===== src/rtl/fwd_pkg.sv =====
// -----------------------------------------------------------------------------
// fwd_pkg
// Shared constants and helper functions for the operand-forwarding unit.
//   SEL_RF     : select code meaning "register-file data"
//   sel_width  : width of a select code for a given number of producer stages
//   stage_sel  : maps producer stage index i to its select code (i+1)
// -----------------------------------------------------------------------------
package fwd_pkg;

    localparam int SEL_RF = 0;

    // One code per producer stage plus one for the register file.
    function automatic int sel_width(input int nstage);
        return (nstage + 1 > 1) ? $clog2(nstage + 1) : 1;
    endfunction

    function automatic int stage_sel(input int idx);
        return idx + 1;
    endfunction

endpackage


===== src/rtl/fwd_match.sv =====
// -----------------------------------------------------------------------------
// fwd_match
// Combinational youngest-first priority matcher for one source operand.
// Stage 0 is the youngest producer; the lowest matching index wins and shadows
// any older match. Register x0 never forwards and always reads as zero.
//
// Ports:
//   addr      in   REGW          source register address
//   rf_data   in   XLEN          register-file read data
//   stg_we    in   NSTAGE        per-stage write enable
//   stg_rd    in   NSTAGE*REGW   per-stage destination register (slice i)
//   stg_data  in   NSTAGE*XLEN   per-stage result (slice i)
//   stg_ld    in   NSTAGE        per-stage "load data not yet valid"
//   sel       out  SELW          0 = register file, i+1 = stage i
//   data      out  XLEN          selected operand
//   hazard    out  1             winning producer is a pending load
// -----------------------------------------------------------------------------
module fwd_match
    import fwd_pkg::*;
#(
    parameter int XLEN   = 32,
    parameter int NSTAGE = 2,
    parameter int REGW   = 5
) (
    input  logic [REGW-1:0]              addr,
    input  logic [XLEN-1:0]              rf_data,
    input  logic [NSTAGE-1:0]            stg_we,
    input  logic [NSTAGE*REGW-1:0]       stg_rd,
    input  logic [NSTAGE*XLEN-1:0]       stg_data,
    input  logic [NSTAGE-1:0]            stg_ld,
    output logic [sel_width(NSTAGE)-1:0] sel,
    output logic [XLEN-1:0]              data,
    output logic                         hazard
);

    localparam int SELW = sel_width(NSTAGE);

    logic found;

    always_comb begin
        // NOTE: every output gets a default before any condition; a path that
        // leaves one unassigned would infer a latch.
        sel    = SELW'(SEL_RF);
        data   = rf_data;
        hazard = 1'b0;
        found  = 1'b0;
        for (int i = 0; i < NSTAGE; i++) begin
            if (!found && stg_we[i] && (stg_rd[i*REGW +: REGW] == addr)) begin
                sel    = SELW'(stage_sel(i));
                data   = stg_data[i*XLEN +: XLEN];
                hazard = stg_ld[i];
                found  = 1'b1;
            end
        end
        // x0 is hardwired zero: ignore the register file and every producer.
        if (addr == '0) begin
            sel    = SELW'(SEL_RF);
            data   = '0;
            hazard = 1'b0;
        end
    end

endmodule


===== src/rtl/fwd_operand_unit.sv =====
// -----------------------------------------------------------------------------
// fwd_operand_unit
// Operand forwarding and load-use hazard unit between decode and ID/EX.
// Selects each source operand from the register file or the youngest matching
// in-flight producer, requests a stall when that producer is a pending load,
// and registers the operands and select codes into EX.
//
// Optional feature macro: FWD_STATS_EN adds saturating statistics counters
// stat_stall_cyc and stat_fwd_cnt.
//
// Ports:
//   clk, rst             in   clock, synchronous active-high reset
//   rs1_addr, rs2_addr   in   REGW         source register addresses
//   rf_rs1, rf_rs2       in   XLEN         register-file read data
//   stg_we               in   NSTAGE       per-stage write enable
//   stg_rd               in   NSTAGE*REGW  per-stage destination register
//   stg_data             in   NSTAGE*XLEN  per-stage result
//   stg_ld               in   NSTAGE       per-stage pending-load flag
//   adv                  in   1            ID/EX register enable
//   flush                in   1            squash EX (insert bubble)
//   stall                out  1            combinational load-use stall
//   op1, op2             out  XLEN         registered operands
//   fwd_sel1, fwd_sel2   out  SELW         registered select codes
//   ex_valid             out  1            EX holds a real instruction
//   stat_stall_cyc       out  32           (FWD_STATS_EN) stalled advance cycles
//   stat_fwd_cnt         out  32           (FWD_STATS_EN) forwarded operands
// -----------------------------------------------------------------------------
module fwd_operand_unit
    import fwd_pkg::*;
#(
    parameter int XLEN   = 32,
    parameter int NSTAGE = 2,
    parameter int REGW   = 5
) (
    input  logic                         clk,
    input  logic                         rst,
    input  logic [REGW-1:0]              rs1_addr,
    input  logic [REGW-1:0]              rs2_addr,
    input  logic [XLEN-1:0]              rf_rs1,
    input  logic [XLEN-1:0]              rf_rs2,
    input  logic [NSTAGE-1:0]            stg_we,
    input  logic [NSTAGE*REGW-1:0]       stg_rd,
    input  logic [NSTAGE*XLEN-1:0]       stg_data,
    input  logic [NSTAGE-1:0]            stg_ld,
    input  logic                         adv,
    input  logic                         flush,
    output logic                         stall,
    output logic [XLEN-1:0]              op1,
    output logic [XLEN-1:0]              op2,
    output logic [sel_width(NSTAGE)-1:0] fwd_sel1,
    output logic [sel_width(NSTAGE)-1:0] fwd_sel2,
    output logic                         ex_valid
`ifdef FWD_STATS_EN
    ,
    output logic [31:0]                  stat_stall_cyc,
    output logic [31:0]                  stat_fwd_cnt
`endif
);

    localparam int SELW = sel_width(NSTAGE);

    logic [SELW-1:0] sel1, sel2;
    logic [XLEN-1:0] data1, data2;
    logic            hazard1, hazard2;

    fwd_match #(.XLEN(XLEN), .NSTAGE(NSTAGE), .REGW(REGW)) u_match1 (
        .addr     (rs1_addr),
        .rf_data  (rf_rs1),
        .stg_we   (stg_we),
        .stg_rd   (stg_rd),
        .stg_data (stg_data),
        .stg_ld   (stg_ld),
        .sel      (sel1),
        .data     (data1),
        .hazard   (hazard1)
    );

    fwd_match #(.XLEN(XLEN), .NSTAGE(NSTAGE), .REGW(REGW)) u_match2 (
        .addr     (rs2_addr),
        .rf_data  (rf_rs2),
        .stg_we   (stg_we),
        .stg_rd   (stg_rd),
        .stg_data (stg_data),
        .stg_ld   (stg_ld),
        .sel      (sel2),
        .data     (data2),
        .hazard   (hazard2)
    );

    // A flushed or resetting instruction never needs to wait for a load.
    assign stall = (hazard1 | hazard2) & ~flush & ~rst;

    always_ff @(posedge clk) begin
        // NOTE: all sequential state uses non-blocking assignment so every
        // register samples pre-edge values regardless of statement order.
        if (rst || flush) begin
            op1      <= '0;
            op2      <= '0;
            fwd_sel1 <= SELW'(SEL_RF);
            fwd_sel2 <= SELW'(SEL_RF);
            ex_valid <= 1'b0;
        end else if (adv) begin
            if (stall) begin
                // Bubble into EX; decode keeps its instruction.
                op1      <= '0;
                op2      <= '0;
                fwd_sel1 <= SELW'(SEL_RF);
                fwd_sel2 <= SELW'(SEL_RF);
                ex_valid <= 1'b0;
            end else begin
                op1      <= data1;
                op2      <= data2;
                fwd_sel1 <= sel1;
                fwd_sel2 <= sel2;
                ex_valid <= 1'b1;
            end
        end
    end

`ifdef FWD_STATS_EN
    logic        capture;
    logic [1:0]  fwd_inc;
    logic [32:0] fwd_sum;

    assign capture = adv & ~stall & ~flush;
    assign fwd_inc = {1'b0, sel1 != SELW'(SEL_RF)} + {1'b0, sel2 != SELW'(SEL_RF)};
    assign fwd_sum = {1'b0, stat_fwd_cnt} + {31'b0, fwd_inc};

    always_ff @(posedge clk) begin
        if (rst) begin
            stat_stall_cyc <= '0;
            stat_fwd_cnt   <= '0;
        end else begin
            if (stall && adv && (stat_stall_cyc != '1))
                stat_stall_cyc <= stat_stall_cyc + 32'd1;
            // Carry out of the 33-bit sum means the count would wrap.
            if (capture)
                stat_fwd_cnt <= fwd_sum[32] ? '1 : fwd_sum[31:0];
        end
    end
`endif

endmodule


===== config.mk =====
export PLATFORM = sky130hd
export DESIGN_NAME = fwd_operand_unit
export DESIGN_NICKNAME = d
export VERILOG_FILES = /design/src/rtl/fwd_pkg.sv /design/src/rtl/fwd_match.sv /design/src/rtl/fwd_operand_unit.sv
export SDC_FILE = /design/constraint.sdc
export NUM_CORES = 1
export LEC_CHECK = 0
export CAP_MARGIN = 20
export CORE_MARGIN = 4
export CORE_UTILIZATION = 41
export DETAILED_ROUTE_END_ITERATION = 12
export GPL_ROUTABILITY_DRIVEN = 0
export PLACE_DENSITY = 0.86
export SLEW_MARGIN = 25
export SYNTH_ARGS = -nofsm -noshare
export SYNTH_HDL_FRONTEND = slang
export SYNTH_HIERARCHICAL = 1
export SYNTH_SLANG_ARGS = --single-unit
export TNS_END_PERCENT = 30

===== constraint.sdc =====
create_clock -name clk -period 5.66 [get_ports clk]
set_input_delay 1.132 -clock clk [delete_from_list [all_inputs] [get_ports clk]]
set_output_delay 1.132 -clock clk [all_outputs]
set_load 0.005 [all_outputs]

-- Word-level counts from Yosys, hierarchy flattened
Index checks and enable logic that the tools add are counted.
- logic and storage cells: 50
- output and inout bits: 70
- flip-flop bits (word level): 69
- input port bits: 156
- reduce and logical (&&, ||, !) cells: 11
- mux-type cells: 25
- eq/ne operators: 4
- bitwise logic cells: 5
- operator list (operator ; number):
    two-way mux 32 bit ; 8
    equality test 5 bit ; 4
    two-way mux 2 bit ; 6
    two-way mux 1 bit ; 11
    zero test 5 bit ; 2
    logical AND 1 bit ; 6
    AND 1 bit ; 2
    zero test 1 bit ; 2
    inverter 1 bit ; 2
    logical OR 1 bit ; 1
    bitwise OR 1 bit ; 1

-- Logic depth before layout (Yosys ltp)
- depth in word-level cells: 12
- depth in mapped cells: 10
- mapped depth without buffers: 7

-- Hierarchy
The synthesis kept the hierarchy.
- modules (own cells, without submodules) (module ; seq. area each (um^2) ; area each (um^2) ; cells each ; times used):
    fwd_operand_unit ; 1381.3 ; 2204.6 ; 164 ; 1
    fwd_match ; 0.0 ; 905.9 ; 167 ; 2

-- Worst setup path after synthesis
Ideal clock, no wire load.
- path type: input to output
- start point: in rs2_addr[3]
- end point: out stall
- buffers on the path: 1
- arrival time: 2.458 ns
- stages: 7
- required time: 4.528 ns
- slack: 2.070 ns
- cells stage by stage: xor2_1 nor4_1 o2111ai_1 buf_4 o2bb2a_1 nor2_1 o21a_1
- cells in the longest elaborated chain, start to end: 11
- elaborated cells between the ends (all ways): 14
- those cells by class: eq/ne (2); mux (4); bitwise (3); reduce/logical (5)
- ends and longest elaborated chain (what ; line ; source):
    from (decl) ; fwd_operand_unit.sv:38 ; input logic [REGW-1:0] rs2_addr,
    equality test 5 bit ; fwd_match.sv:48 ; if (!found && stg_we[i] && (stg_rd[i*REGW +: REGW] == addr)) begin
    logical AND 1 bit ; fwd_match.sv:48 ;
    two-way mux 1 bit ; fwd_match.sv:48 ;
    zero test 1 bit ; fwd_match.sv:48 ;
    logical AND 1 bit (2 in series) ; fwd_match.sv:48 ;
    two-way mux 1 bit ; fwd_match.sv:48 ;
    two-way mux 1 bit * ; fwd_match.sv:56 ; if (addr == '0) begin
    via hazard2 ; fwd_operand_unit.sv:64 ; logic hazard1, hazard2;
    bitwise OR 1 bit * ; fwd_operand_unit.sv:91 ; assign stall = (hazard1 | hazard2) & ~flush & ~rst;
    AND 1 bit * (2 in series) ; fwd_operand_unit.sv:91 ;
    to (decl) ; fwd_operand_unit.sv:47 ; output logic stall,
Mark *: on every way through the listed nets, which the timed path passes. The rest lies on a longest branch.

-- Worst setup path in the final report
- start point: in rs1_addr[0]
- end point: out stall
- cells in the longest elaborated chain, start to end: 11
- elaborated cells between the ends (all ways): 14
- those cells by class: eq/ne (2); mux (4); bitwise (3); reduce/logical (5)
- ends and longest elaborated chain (what ; line ; source):
    from (decl) ; fwd_operand_unit.sv:37 ; input logic [REGW-1:0] rs1_addr,
    equality test 5 bit ; fwd_match.sv:48 ;
    logical AND 1 bit ; fwd_match.sv:48 ;
    two-way mux 1 bit ; fwd_match.sv:48 ;
    zero test 1 bit ; fwd_match.sv:48 ;
    logical AND 1 bit (2 in series) ; fwd_match.sv:48 ;
    two-way mux 1 bit ; fwd_match.sv:48 ;
    two-way mux 1 bit * ; fwd_match.sv:56 ;
    via hazard1 ; fwd_operand_unit.sv:64 ;
    bitwise OR 1 bit * ; fwd_operand_unit.sv:91 ;
    AND 1 bit * (2 in series) ; fwd_operand_unit.sv:91 ;
Marked as above.

==> flow_metrics.py <==
metrics = {
    "synth": {
        "synth_fp_nets": 654,
        "synth_edf_count": 0,
        "synth_commonest_cells": "nand2_1, nor2_1, dfxtp_1",
        "ys_warn_count": 6,
        "synthTopCellsByArea": "dfxtp_1, a32o_1, a311oi_1",
        "async_flop_share_pct": 0,
        "avgSynthCellArea_um2": 8.06,
        "yosysMostFrequentCell": "nand2_1",
        "syn_area_um2": 4020,
        "synth.largest_area_cell": "dfxtp_1",
        "synthFlopType": "dfxtp_1",
        "yosysSeqAreaShare_pct": 34.4,
        "synth_cells": 498,
        "ys_ff_latch": 69,
        "synth.distinct_cells": 24,
        "synth_top_area_share_pct": 34.4,
    },
    "cts": {
        "postCtsHoldBufs": 0,
        "post_cts_buffers": 0,
        "cts_root_buffer": "clkbuf_8",
        "clock_sinks": 69,
        "path_clk_slew_ps": 70,
        "numCtsBuffers": 9,
        "clock_latency_ps": 310,
        "htreeDepth": 3,
        "cts_resized": 0,
        "cts_tree": "done",
        "cts_buffer_depth": 2,
    },
    "critical_path": {
        "crit_cells": 8,
        "crit_top_cell": "clkdlybuf4s50_1",
        "crit_type": "in -> out",
        "required_ps": 4530,
        "cp.buffers_inverters": 2,
        "reg2reg_depth": 2,
        "crit_arrival_ps": 3810,
        "cp-endpoint": "stall",
        "crit_path_top_delay_cell": "nor4_1",
        "max_stage_delay_ps": 550,
        "cp_max_fo": 3,
        "crit-reg2reg-launch": "ex_valid$_SDFFE_PP0P_",
        "end_kind": "output port",
        "critPathTopFamily": "buffers and inverters",
        "crit_chain": "clkdlybuf4s50_1 -> xor2_1 -> nor4_1 -> o2111ai_4 -> o2bb2a_1 -> nor2_1 -> o21a_1 -> clkdlybuf4s50_1",
        "start_kind": "input port",
        "rrSetupSlack_ps": 4960,
        "worstSetupStartpoint": "rs1_addr[0]",
        "r2r_end": "ex_valid$_SDFFE_PP0P_",
    },
    "drt": {
        "viasPerCell": 5.99,
        "drt-total-wl_um": 16200,
        "drt-initial-drc-count": 278,
        "wl_per_cell_um": 19.8,
        "dr.pass1.iters": 5,
        "antenna_left": 0,
        "via_count": 4916,
        "drc": 0,
    },
    "worst_hold_path": {
        "hold_class": "reg -> reg",
    },
    "cells_and_area": {
        "seq_area_um2": 1380,
        "layout.nets": 844,
        "fin_cells": 821,
        "n_fill_cell": 798,
        "drive_gt1_share_pct": 5.06,
        "multiInputGateArea_um2": 2390,
        "final_area_um2": 6470,
        "area_delta_synth_final_pct": 61.2,
        "diodes": 0,
        "finish.utilization_pct": 69.1,
    },
    "floorplanning": {
        "die_h_um": 107,
        "boundaryPins": 226,
        "coreArea_um2": 9370,
        "die_area_um2": 11400,
        "start_util_pct": 42.9,
        "core.rowCount": 35,
        "die_w_um": 107,
    },
    "grt": {
        "grt_max_degree": 70,
        "grt_pass1_wl_um": 24500,
        "grt_pass1_vias": 4855,
        "grt_use_total_pct": 26.5,
        "gr-total-overflow": 0,
        "antenna_found_initial": 0,
    },
    "timing": {
        "hold_viol": 0,
        "maxSlewViolCount": 0,
        "rsz0062_at_grt": "false",
        "clock.fmax_mhz": 202,
        "fin_ws_ps": 717,
        "clock_skew_ps": 0,
        "fin_crit_ps": 4940,
        "setup_viol": 0,
        "hold_ws_ps": 467,
        "finalSetupTns_ps": 0,
        "fin_crit_sh_pct": 87.3,
        "relSlewSlack_pct": 46.2,
        "tightest_slew_ps": 806,
    },
    "placement": {
        "dpl_worst_slack_ps": 781,
        "dp_cells": 806,
        "place_hpwl_um": 11100,
        "dpl_cell_area_um2": 6260,
        "io_buffers": 225,
    },
    "power": {
        "p_leak_nw": 2.35,
        "powerDensity_nw_per_um2": 191,
        "power.total_mw": 1.24,
        "vdd_drop_max_uv": 129,
    },
    "job": {
        "drv_cap": 0,
    },
    "status": {
        "status": "finished, final reports clean",
    },
}
[flip-flops by register name, summed over array words and instances, names as in the netlist]
| register | flops |
|---|---|
| op1 | 32 |
| op2 | 32 |
| fwd_sel1 | 2 |
| fwd_sel2 | 2 |
| ex_valid | 1 |
[where the power goes]
group | internal [mW] | total [mW] | switching, mW
Combinational | 0.175 | 0.294 | 0.119
Sequential | 0.503 | 0.512 | 0.00896
Clock | 0.246 | 0.433 | 0.187
Total | 0.924 | 1.24 | 0.315
[how the worst min path moves through the flow]
stage	end	startpoint	cells past startpoint
2_1_floorplan	fwd_sel1[0]$_SDFFE_PP0P_	fwd_sel1[0]$_SDFFE_PP0P_	1
3_3_place_gp	fwd_sel2[1]$_SDFFE_PP0P_	fwd_sel2[1]$_SDFFE_PP0P_	1
3_5_place_dp	op2[6]$_SDFFE_PP0P_	op2[6]$_SDFFE_PP0P_	1
4_1_cts	op1[17]$_SDFFE_PP0P_	op1[17]$_SDFFE_PP0P_	1
5_1_grt	op2[11]$_SDFFE_PP0P_	op2[11]$_SDFFE_PP0P_	1
6_report	op1[22]$_SDFFE_PP0P_	op1[22]$_SDFFE_PP0P_	1
[metal layers]
metal,vias to the layer above,GRT usage [%],part of all wire [%]
li1,2256,-,-
met1,2318,30.2,36
met2,298,47.6,51
met3,44,6.50,9.6
met4,0,10.2,3.0
met5,-,0,0
[logic make-up (layout without fill, tap and decap cells)]
group	after synthesis	in the layout	synth area share [%]
AND/OR/NAND/NOR	212	212	20.8
AO/OA/AOI/OAI	138	138	32.1
flip-flops	69	69	34.4
XOR/XNOR	20	20	4.36
multiplexers	2	2	0.498
buffers and inverters	57	251	7.79
[worst reg2reg max path, delay by kind of cell (launching register included)]
kind / cells / cell delay [ps]
flops: 1 / 310
compound gates: 1 / 170
simple gates: 1 / 120
[cells in the final DEF (no fill, tap or decap), types with 3 or more instances in the layout]
| master | n |
|---|---|
| a311oi_1 | 62 |
| a32o_1 | 68 |
| buf_4 | 9 |
| clkbuf_8 | 9 |
| clkdlybuf4s50_1 | 225 |
| dfxtp_1 | 69 |
| nand2_1 | 126 |
| nor2_1 | 70 |
| nor2_2 | 3 |
| xnor2_1 | 12 |
| xor2_1 | 8 |
[cell type report]
| cell class | count | share of cell area (%) |
|---|---|---|
| well taps | 129 | 2.49 |
| multi-input cells | 372 | 36.9 |
| inverters | 2 | 0.116 |
| repair buffers | 234 | 35.8 |
| flip-flops and latches | 69 | 21.3 |
| clock inverters | 6 | 1.37 |
| clock buffers | 9 | 1.91 |
No activity file was read; power rests on OpenSTA's default activity.
